===== src/rtl/idct_pkg.sv =====
// idct_pkg: shared mode encoding, block sizes and bank/FSM state types for the transpose scheduler.
package idct_pkg;
  localparam logic MODE_4X4 = 1'b0;
  localparam logic MODE_8X8 = 1'b1;
  localparam int N_4X4 = 16;
  localparam int N_8X8 = 64;
  typedef enum logic [1:0] {EMPTY, FILLING, FULL, DRAINING} bank_st_t;
  typedef enum logic {W_IDLE, W_WRITE} wr_st_t;
  typedef enum logic {R_IDLE, R_READ} rd_st_t;
  function automatic logic [5:0] last_idx(input logic mode);
    return mode == MODE_8X8 ? 6'(N_8X8 - 1) : 6'(N_4X4 - 1);
  endfunction
endpackage


===== src/rtl/tpose_addr_gen.sv =====
// tpose_addr_gen: maps a sample counter to a buffer address, row-major or transposed.
module tpose_addr_gen
  import idct_pkg::*;
(
  input  logic [5:0] cnt,
  input  logic       mode,
  input  logic       tpose,
  output logic [5:0] addr
);
  // 4x4 blocks use an 8-word row pitch so both modes share one buffer layout
  always_comb
    addr = mode == MODE_8X8 ? (tpose ? {cnt[2:0], cnt[5:3]} : cnt)
         : (tpose ? {1'b0, cnt[1:0], 1'b0, cnt[3:2]} : {1'b0, cnt[3:2], 1'b0, cnt[1:0]});
endmodule


===== src/rtl/tpose_sched.sv =====
// tpose_sched: ping-pong transpose buffer scheduler for 4x4/8x8 blocks.
// Define IDCT_OVF_EN to build in the sticky overflow flag on dropped samples.
module tpose_sched
  import idct_pkg::*;
(
  input  logic       clk,
  input  logic       rst,
  input  logic       enable_i,
  input  logic       mode_4_8,
  output logic       wr_en,
  output logic       wr_bank,
  output logic [5:0] wr_addr,
  output logic       rd_en,
  output logic       rd_bank,
  output logic [5:0] rd_addr,
  output logic       enable_o,
  output logic       mode_out,
  output logic       block_done,
  output logic       ovf
);
  bank_st_t   bank_st [2];
  logic [1:0] bank_mode;
  wr_st_t     ws, ws_nxt;
  rd_st_t     rs, rs_nxt;
  logic [5:0] wcnt, rcnt;
  logic       wr_ok, wmode, wlast, rmode, rlast;
  always_comb begin
    wr_ok  = bank_st[wr_bank] == EMPTY || bank_st[wr_bank] == FILLING;
    wr_en  = rst && enable_i && wr_ok;
    wmode  = ws == W_IDLE ? mode_4_8 : bank_mode[wr_bank];
    wlast  = wcnt == last_idx(wmode);
    ws_nxt = wr_en ? (wlast ? W_IDLE : W_WRITE) : ws;
    rmode  = bank_mode[rd_bank];
    // a FULL bank is read in the same cycle it is seen, so the reader never idles a cycle
    rd_en  = rs == R_READ || bank_st[rd_bank] == FULL;
    rlast  = rcnt == last_idx(rmode);
    rs_nxt = rd_en ? (rlast ? R_IDLE : R_READ) : rs;
  end
  always_ff @(posedge clk or negedge rst)
    if (!rst) begin
      ws         <= W_IDLE;
      rs         <= R_IDLE;
      bank_st[0] <= EMPTY;
      bank_st[1] <= EMPTY;
      bank_mode  <= '0;
      wcnt       <= '0;
      rcnt       <= '0;
      wr_bank    <= 1'b0;
      rd_bank    <= 1'b0;
      enable_o   <= 1'b0;
      block_done <= 1'b0;
      mode_out   <= 1'b0;
    end else begin
      ws         <= ws_nxt;
      rs         <= rs_nxt;
      enable_o   <= rd_en;
      block_done <= rd_en && rlast;
      if (rd_en) mode_out <= rmode;
      if (wr_en) begin
        if (ws == W_IDLE) bank_mode[wr_bank] <= mode_4_8;
        bank_st[wr_bank] <= wlast ? FULL : FILLING;
        wcnt <= wlast ? 6'd0 : wcnt + 6'd1;
        if (wlast) wr_bank <= ~wr_bank;
      end
      if (rd_en) begin
        bank_st[rd_bank] <= rlast ? EMPTY : DRAINING;
        rcnt <= rlast ? 6'd0 : rcnt + 6'd1;
        if (rlast) rd_bank <= ~rd_bank;
      end
    end
  tpose_addr_gen u_wr_addr (.cnt(wcnt), .mode(wmode), .tpose(1'b0), .addr(wr_addr));
  tpose_addr_gen u_rd_addr (.cnt(rcnt), .mode(rmode), .tpose(1'b1), .addr(rd_addr));
`ifdef IDCT_OVF_EN
  always_ff @(posedge clk or negedge rst)
    if (!rst) ovf <= 1'b0;
    else if (enable_i && !wr_ok) ovf <= 1'b1;
`else
  assign ovf = 1'b0;
`endif
endmodule


===== config.mk =====
export PLATFORM = sky130hd
export DESIGN_NAME = tpose_sched
export DESIGN_NICKNAME = d
export VERILOG_FILES = /design/src/rtl/idct_pkg.sv /design/src/rtl/tpose_addr_gen.sv /design/src/rtl/tpose_sched.sv
export SDC_FILE = /design/constraint.sdc
export NUM_CORES = 1
export LEC_CHECK = 0
export CORE_MARGIN = 2
export CORE_UTILIZATION = 50
export DETAILED_ROUTE_END_ITERATION = 12
export PLACE_DENSITY_LB_ADDON = 0.25
export SYNTH_ARGS = -nofsm -noshare
export SYNTH_HDL_FRONTEND = slang
export SYNTH_SLANG_ARGS = --single-unit

===== constraint.sdc =====
create_clock -name clk -period 6.47 [get_ports clk]
set_input_delay 1.294 -clock clk [delete_from_list [all_inputs] [get_ports clk]]
set_output_delay 1.294 -clock clk [all_outputs]
set_load 0.01 [all_outputs]

* Word level (Yosys, flattened, before mapping)
Index checks and enable logic that the tools add are counted.
Storage, ports and cells: register bits after elaboration 25, bits of input ports 4, output and inout port bits 20, logic and storage cells 74
Cells by class: add/sub/neg operators 2, order comparisons 7, equality and inequality tests 4, mux-type cells 32, bitwise gates (word level) 5, reductions and logical operators 12
Operators by type and width (count):
- two-way mux 6 bit | 6
- two-way mux 2 bit | 10
- adder 6 x 1 -> 6 bit (second input constant) | 2
- == test 6 bit | 2
- bitwise mux 4 bit | 2
- two-way mux 1 bit | 8
- two-way mux 4 bit | 2
- logical AND 1 bit | 6
- AND reduction 2 bit | 3
- demux 2 bit (select 1 bit) | 2
- >= comparator 2 bit (second input constant) | 2
- less-than comparator 1 x 2 -> 1 bit (second input constant) | 2
- less-than comparator 2 x 1 -> 1 bit (second input constant) | 2
- inverter 1 -> 2 bit | 2
- inverter 1 bit | 3
- bitwise mux 2 bit | 1
- == test 2 x 1 -> 1 bit (second input constant) | 1
- == test 2 bit (second input constant) | 1
- zero test 2 bit | 1
- logical OR 1 bit | 2
- demux 1 bit (select 1 bit) | 1
- >= comparator 1 bit (second input constant) | 1

* Longest topological paths before layout
Gate-level depths: netlist of the first run.
depth after elaboration 10, gate-level depth with buffers 7, gate-level depth less buffers 7

* Cells and area by module
From an unflattened synthesis of the first run, not the netlist that was laid out.
Unflattened totals: cells, all modules 155, area, all modules 1550.2 µm²
By module, submodules not included:
- tpose_sched | times used 1, cells each 133, area each 1340.0 µm², sequential area each 625.6 µm²
- tpose_addr_gen | times used 2, cells each 11, area each 105.1 µm², sequential area each 0.0 µm²

* Least setup slack after synthesis of the first run
OpenSTA, ideal clock, no wires.
path type input -> output, start point in rst, end point out wr_en, data arrival time 1.968 ns, required time 5.176 ns, path slack 3.208 ns, cell stages on the path 4, buffers on the path 1, path through nand2_1 > or2_2 > clkbuf_1 > inv_1
Between the ends: cells in the longest elaborated chain, start to end 2
Ends and longest elaborated chain:
- start, declared | line tpose_sched.sv:7 | input logic rst,
- logical AND 1 bit (2 in a row) | line tpose_sched.sv:29 | wr_en = rst && enable_i && wr_ok;
- end, declared | line tpose_sched.sv:10 | output logic wr_en,
No other way between the ends.

* Final worst setup path of the first run
Ends and elaborated chain as after synthesis.

==> results.cfg, run 1 <==
[sta]
maxSlewHeadroom_pct = 64.8
hold_violations = 0
layout_setup_ws_ps = 1840
final.setup.tns_ps = 0
setup_viol = 0
slew_violations = 0
fin_hold_ws_ps = 549
rsz0062_at_grt = false
finClkSkew_ps = 2.20
finalCritPeriodShare_pct = 71.6
fmax_ghz = 0.216
tightest_slew_ps = 513
period_minus_slack_ps = 4630

[detailed_routing]
vias = 1141
routed_wl_mm = 2.64
drtAntennaViolNets = 0
post_drt_wl_per_cell_microns = 13.2
drt_pre_antenna_iters = 4
initialDrtViolationCount = 34
route.detailed.drc = 0
via_per_inst = 5.71

[clock_tree]
postCtsSetupBuffers = 0
cts_hold_buf = 0
cts_resized = 0
cts-root-buf = clkbuf_4
numCtsBuffers = 3
cts_tree = done
cts_buffer_depth = 2
insertion_delay_ps = 310
clk_pin_slew_worst_paths_ps = 130
htreeDepth = 1
clock-sinks = 25

[floorplan]
core_sq_mm = 0.00269
io_pins = 24
start_util_pct = 51.3
rows = 19
fp.dieH_microns = 56.5
dieWidth_microns = 56.5
dieArea_sq_mm = 0.00319

[logic_synthesis]
ys_seq_area_share_pct = 45.4
ys_warn_count = 0
synth_top_area_cell = dfrtp_1
avgSynthCellArea_sq_um = 9.31
netlist_top_cells_count = 25 x dfrtp_1, 24 x nand2_1, 11 x inv_1
synth_cells = 148
ys.flop_type = dfrtp_1
ys_top_cells_by_area = dfrtp_1 45%, nand2_1 6.5%, mux2_2 4.1%
synth_edf_count = 0
syn_nets = 156
synth_top_area_share_pct = 45.4
synthArstFlopShare_pct = 100
synth_area_sq_mm = 0.00138
ys_seq_elements = 25
synth_most_common_cell = dfrtp_1
ys_types = 39

[global_routing]
grt_pass1_vias = 1073
grt_usage_pct = 18.7
antenna_found_initial = 0
grt_pass1_wl_mm = 4.79
grt_overflow = 0
grt_max_degree = 28

[layout]
syn2layout_area_growth_pct = 18.3
nNetsFinal = 178
drive_gt1_share_pct = 7.10
n_antenna_cell = 0
nFillCells = 234

[worst_setup_path]
crit_arrival_ps = 3340
start_kind = input port
crit_type = input port to output pin
cp_data_required_time_ps = 5180
cpMostUsedCell = clkdlybuf4s50_1
worst_setup_path_end_kind = output pin
crit_chain = clkdlybuf4s50_1 -> buf_4 -> nand2_1 -> or2_2 -> inv_1 -> clkdlybuf4s50_1
slowest_stage = clkdlybuf4s50_1
slowest_delay_ps = 550
path_max_fanout = 27

[place]
dp_slack_ps = 1820
dp_hpwl_mm = 2.01
portBuffers = 22
gp_congestion = 0.780

[power_and_ir_drop]
p_per_area_mw_per_mm2 = 146
cellLeakagePower_nw = 0.749
vdd.ir_drop.worst_v = 0.000124

[job]
drv_cap = 0

[worst_hold_path]
hold_path_class = flop to flop

[run_status]
status = finished clean
per-layer routing:
| layer | routed length, microns | share of wire (%) | vias up | global-route usage (%) |
|---|---|---|---|---|
| li1 | - | - | 561 | - |
| met1 | 1340 | 51 | 554 | 27.7 |
| met2 | 1160 | 44 | 22 | 27.7 |
| met3 | 109 | 4.1 | 4 | 3.00 |
| met4 | 23 | 0.87 | 0 | 6.80 |
| met5 | 0 | 0 | - | 0 |
path summary, 6_finish.rpt:
path / depth (start not counted) / end / from / slack (ps)
worst min-delay path: 2 / rcnt[1]$_DFFE_PN0N_ / rcnt[1]$_DFFE_PN0N_ / 550
max in group asynchronous: 2 / wcnt[4]$_DFFE_PN0N_ / rst / 4890
worst min register to register: 2 / rcnt[1]$_DFFE_PN0N_ / rcnt[1]$_DFFE_PN0N_ / 550
worst max register to register: 6 / bank_st[3]$_DFF_PN0_ / rd_bank$_DFFE_PN0P_ / 4050
min in group asynchronous: 2 / wcnt[5]$_DFFE_PN0N_ / rst / 1330
worst max-delay path: 6 / wr_en / rst / 1840
final cells by class:
| class | instances | area [sq um] | area share, % |
|---|---|---|---|
| well taps | 31 | 38.8 | 2.38 |
| inverters | 11 | 41.3 | 2.53 |
| clock buffers | 4 | 26.3 | 1.61 |
| flip-flops and latches | 25 | 626 | 38.4 |
| multi-input cells | 106 | 669 | 41.1 |
| repair buffers | 23 | 228 | 14.0 |
metrics by stage:
| stage | total power, mW | area [sq um] | utilization, % | cells |
|---|---|---|---|---|
| floorplan | 0.166 | 1380 | - | 148 |
| global placement | 0.173 | 1600 | 59.7 | 196 |
| detailed placement | 0.173 | 1600 | 59.7 | 196 |
| CTS | 0.240 | 1630 | 60.6 | 200 |
| finish | 0.238 | 1630 | 60.6 | 200 |
| global route | 0.248 | 1630 | 60.6 | 200 |
power breakdown:
part | total (mW) | switching [mW] | internal [mW]
combinational | 0.0118 | 0.00692 | 0.00486
sequential | 0.158 | 0.000825 | 0.157
clock | 0.0679 | 0.0439 | 0.0241
total | 0.238 | 0.0516 | 0.186
cell families after synthesis:
group	Yosys count	share of synthesized area, %
AO/OA/AOI/OAI	33	15.9
other	1	0.272
XOR/XNOR	3	1.91
AND/OR/NAND/NOR	56	19.9
buffers and inverters	17	5.99
flip-flops	25	45.4
adder cells (fa/ha/maj)	4	3.63
multiplexers	9	6.99
state kept, by name, summed over array words and instances (netlist names), 2 cells and up:
signal,count
bank_st,4
wcnt,6
rcnt,6
bank_mode,2
placed cells by master (no fill, tap or decap), types with 5 or more instances in the layout:
master / n
a21oi_1: 6
clkdlybuf4s50_1: 22
dfrtp_1: 25
inv_1: 11
mux2_2: 5
nand2_1: 24
nor2_1: 6
nor3_1: 7
o21ai_0: 10
critical path, delay by kind of cell:
kind                   cells  cell delay [ps]
buffers and inverters      4             1460
AND/OR/NAND/NOR            2              570
No activity file was read; power rests on OpenSTA's default activity.
==> inputs of run 2 (changes only) <==
==> constraint.sdc (replaced) <==
create_clock -name clk -period 4.6 [get_ports clk]
set_input_delay 0.92 -clock clk [delete_from_list [all_inputs] [get_ports clk]]
set_output_delay 0.92 -clock clk [all_outputs]
set_load 0.01 [all_outputs]
==> run 2 against run 1 <==
  * Worst hold slack worse by 1.9 ps
  * Clock skew grew 15 ps
  * Power grew 41%
  * Via count is the same
  * Combinational power is 39% higher
  * Core utilization is essentially flat
  * Non-clock buffer count unchanged
  * Critical path type unchanged
  * Highest routed layer unchanged
==> results.cfg, run 2 (same netlist as run 1, synthesis figures left out) <==
[run_status]
status = finished clean

[worst_setup_path]
cpMostUsedCell = clkdlybuf4s50_1
path_max_fanout = 6
worst-path-buf-inv = 2
crit_arrival_ps = 2680
critPathTopFamily = buffers and inverters
slowest_delay_ps = 510
reg2reg_from = rd_bank$_DFFE_PN0P_
slowest_stage = clkdlybuf4s50_1
rrSetupSlack_ps = 2170
crit_chain = clkdlybuf4s50_1 -> nand2b_1 -> o21ai_1 -> mux2_2 -> clkdlybuf4s50_1
start_kind = input port
timing.rr.end = bank_st[3]$_DFF_PN0_
reg2reg_depth = 6
worst_setup_path_end_kind = output pin
cp_data_required_time_ps = 3680
crit_type = input port to output pin

[detailed_routing]
vias = 1141
routed_wl_mm = 2.74
via_per_inst = 5.71
route.detailed.drc = 0
initialDrtViolationCount = 19
drt_pre_antenna_iters = 4
drtAntennaViolNets = 0
post_drt_wl_per_cell_microns = 13.7

[place]
gp_congestion = 0.788
dp_hpwl_mm = 2.09
dp_cells = 196
portBuffers = 22

[clock_tree]
cts_hold_buf = 0
cts_buffer_depth = 2
cts_tree = done
cts-root-buf = clkbuf_4
htreeDepth = 1
clock-sinks = 25
postCtsSetupBuffers = 0
numCtsBuffers = 3
clk_pin_slew_worst_paths_ps = 120
cts_resized = 0
insertion_delay_ps = 320

[global_routing]
grt_pass1_wl_mm = 4.62
grt_usage_pct = 18.3
antenna_found_initial = 0
grt_pass1_vias = 1021
grt_overflow = 0
grt_max_degree = 27

[layout]
drive_gt1_share_pct = 7.69
mostFrequentLayoutCells = 25 x dfrtp_1, 24 x nand2_1, 22 x clkdlybuf4s50_1
n_antenna_cell = 0
nNetsFinal = 178
syn2layout_area_growth_pct = 18.3
final_common_cell = dfrtp_1
top_regs = rcnt (6), wcnt (6), bank_st (4)
layout.cells.non_filler = 200

[floorplan]
start_util_pct = 51.3
dieArea_sq_mm = 0.00319
core_sq_mm = 0.00269
io_pins = 24
fp.dieH_microns = 56.5
rows = 19
dieWidth_microns = 56.5

[job]
drv_cap = 0

[sta]
setup_viol = 0
fmax_ghz = 0.278
tightest_slew_ps = 498
hold_violations = 0
maxSlewHeadroom_pct = 65.8
finalCritPeriodShare_pct = 78.3
final.setup.tns_ps = 0
rsz0062_at_grt = false
slew_violations = 0
period_minus_slack_ps = 3600
finClkSkew_ps = 17.5

[worst_hold_path]
hold_path_class = flop to flop
hold_path_depth = 2
worstHoldStart = rcnt[1]$_DFFE_PN0N_
min_to = rcnt[1]$_DFFE_PN0N_

[power_and_ir_drop]
vdd.ir_drop.worst_v = 0.000280
p_per_area_mw_per_mm2 = 206
cellLeakagePower_nw = 0.752
## run 2: cell count changes in the layout (fill, tap and decap cells not counted), sizes merged
cell and delta:
clkbuf -1, clkinv +1
## run 2: power by group
part	internal [mW]	total (mW)	switching, mW	leakage, nW
sequential	0.221	0.222	0.00116	0.305
combinational	0.00681	0.0164	0.00962	0.429
clock	0.0325	0.0969	0.0644	0.0177
## run 2: how the worst max path moves through the flow
| stage | slack [ps] | endpoint | start | cells after the start |
|---|---|---|---|---|
| after floorplan | 2090 | wr_en | rst | 4 |
| after global placement | 1070 | wr_addr[4] | mode_4_8 | 5 |
| after detailed placement | 1020 | wr_addr[4] | mode_4_8 | 5 |
| after CTS | 1020 | wr_addr[4] | mode_4_8 | 5 |
| after global routing | 970 | wr_addr[3] | mode_4_8 | 5 |
| final | 1000 | wr_addr[4] | mode_4_8 | 5 |
## run 2: worst min-delay path: cells and delay by family (launching register included)
| family | cells | cell delay [ps] |
|---|---|---|
| simple gates | 2 | 110 |
| flops | 1 | 410 |
## run 2: stage by stage
step | hold slack (ps) | utilization, % | instance area (sq um) | power (mW) | worst slack, ps
2_1_floorplan | 488 | - | 1380 | 0.233 | 2090
3_3_place_gp | 507 | 59.7 | 1600 | 0.243 | 1070
3_5_place_dp | 513 | 59.7 | 1600 | 0.243 | 1020
4_1_cts | 550 | 60.7 | 1630 | 0.340 | 1020
5_1_grt | 573 | 60.7 | 1630 | 0.348 | 971
6_report | 547 | 60.7 | 1630 | 0.335 | 999
## run 2: layout make-up
type	count	area, sq um
fill	235	1060
multi-input combinational	106	669
sequential	25	626
timing repair buffer	23	228
inverter	11	41.3
tap	31	38.8
clock buffer	3	22.5
clock inverter	1	5.00
## run 2: layer usage
metal  track usage (%)  wire (microns)  vias up
li1                  -               -      558
met1              26.7            1310      553
met2              27.7            1280       28
met3              5.53             129        2
met4              2.04              17        0
met5                 0               0        -
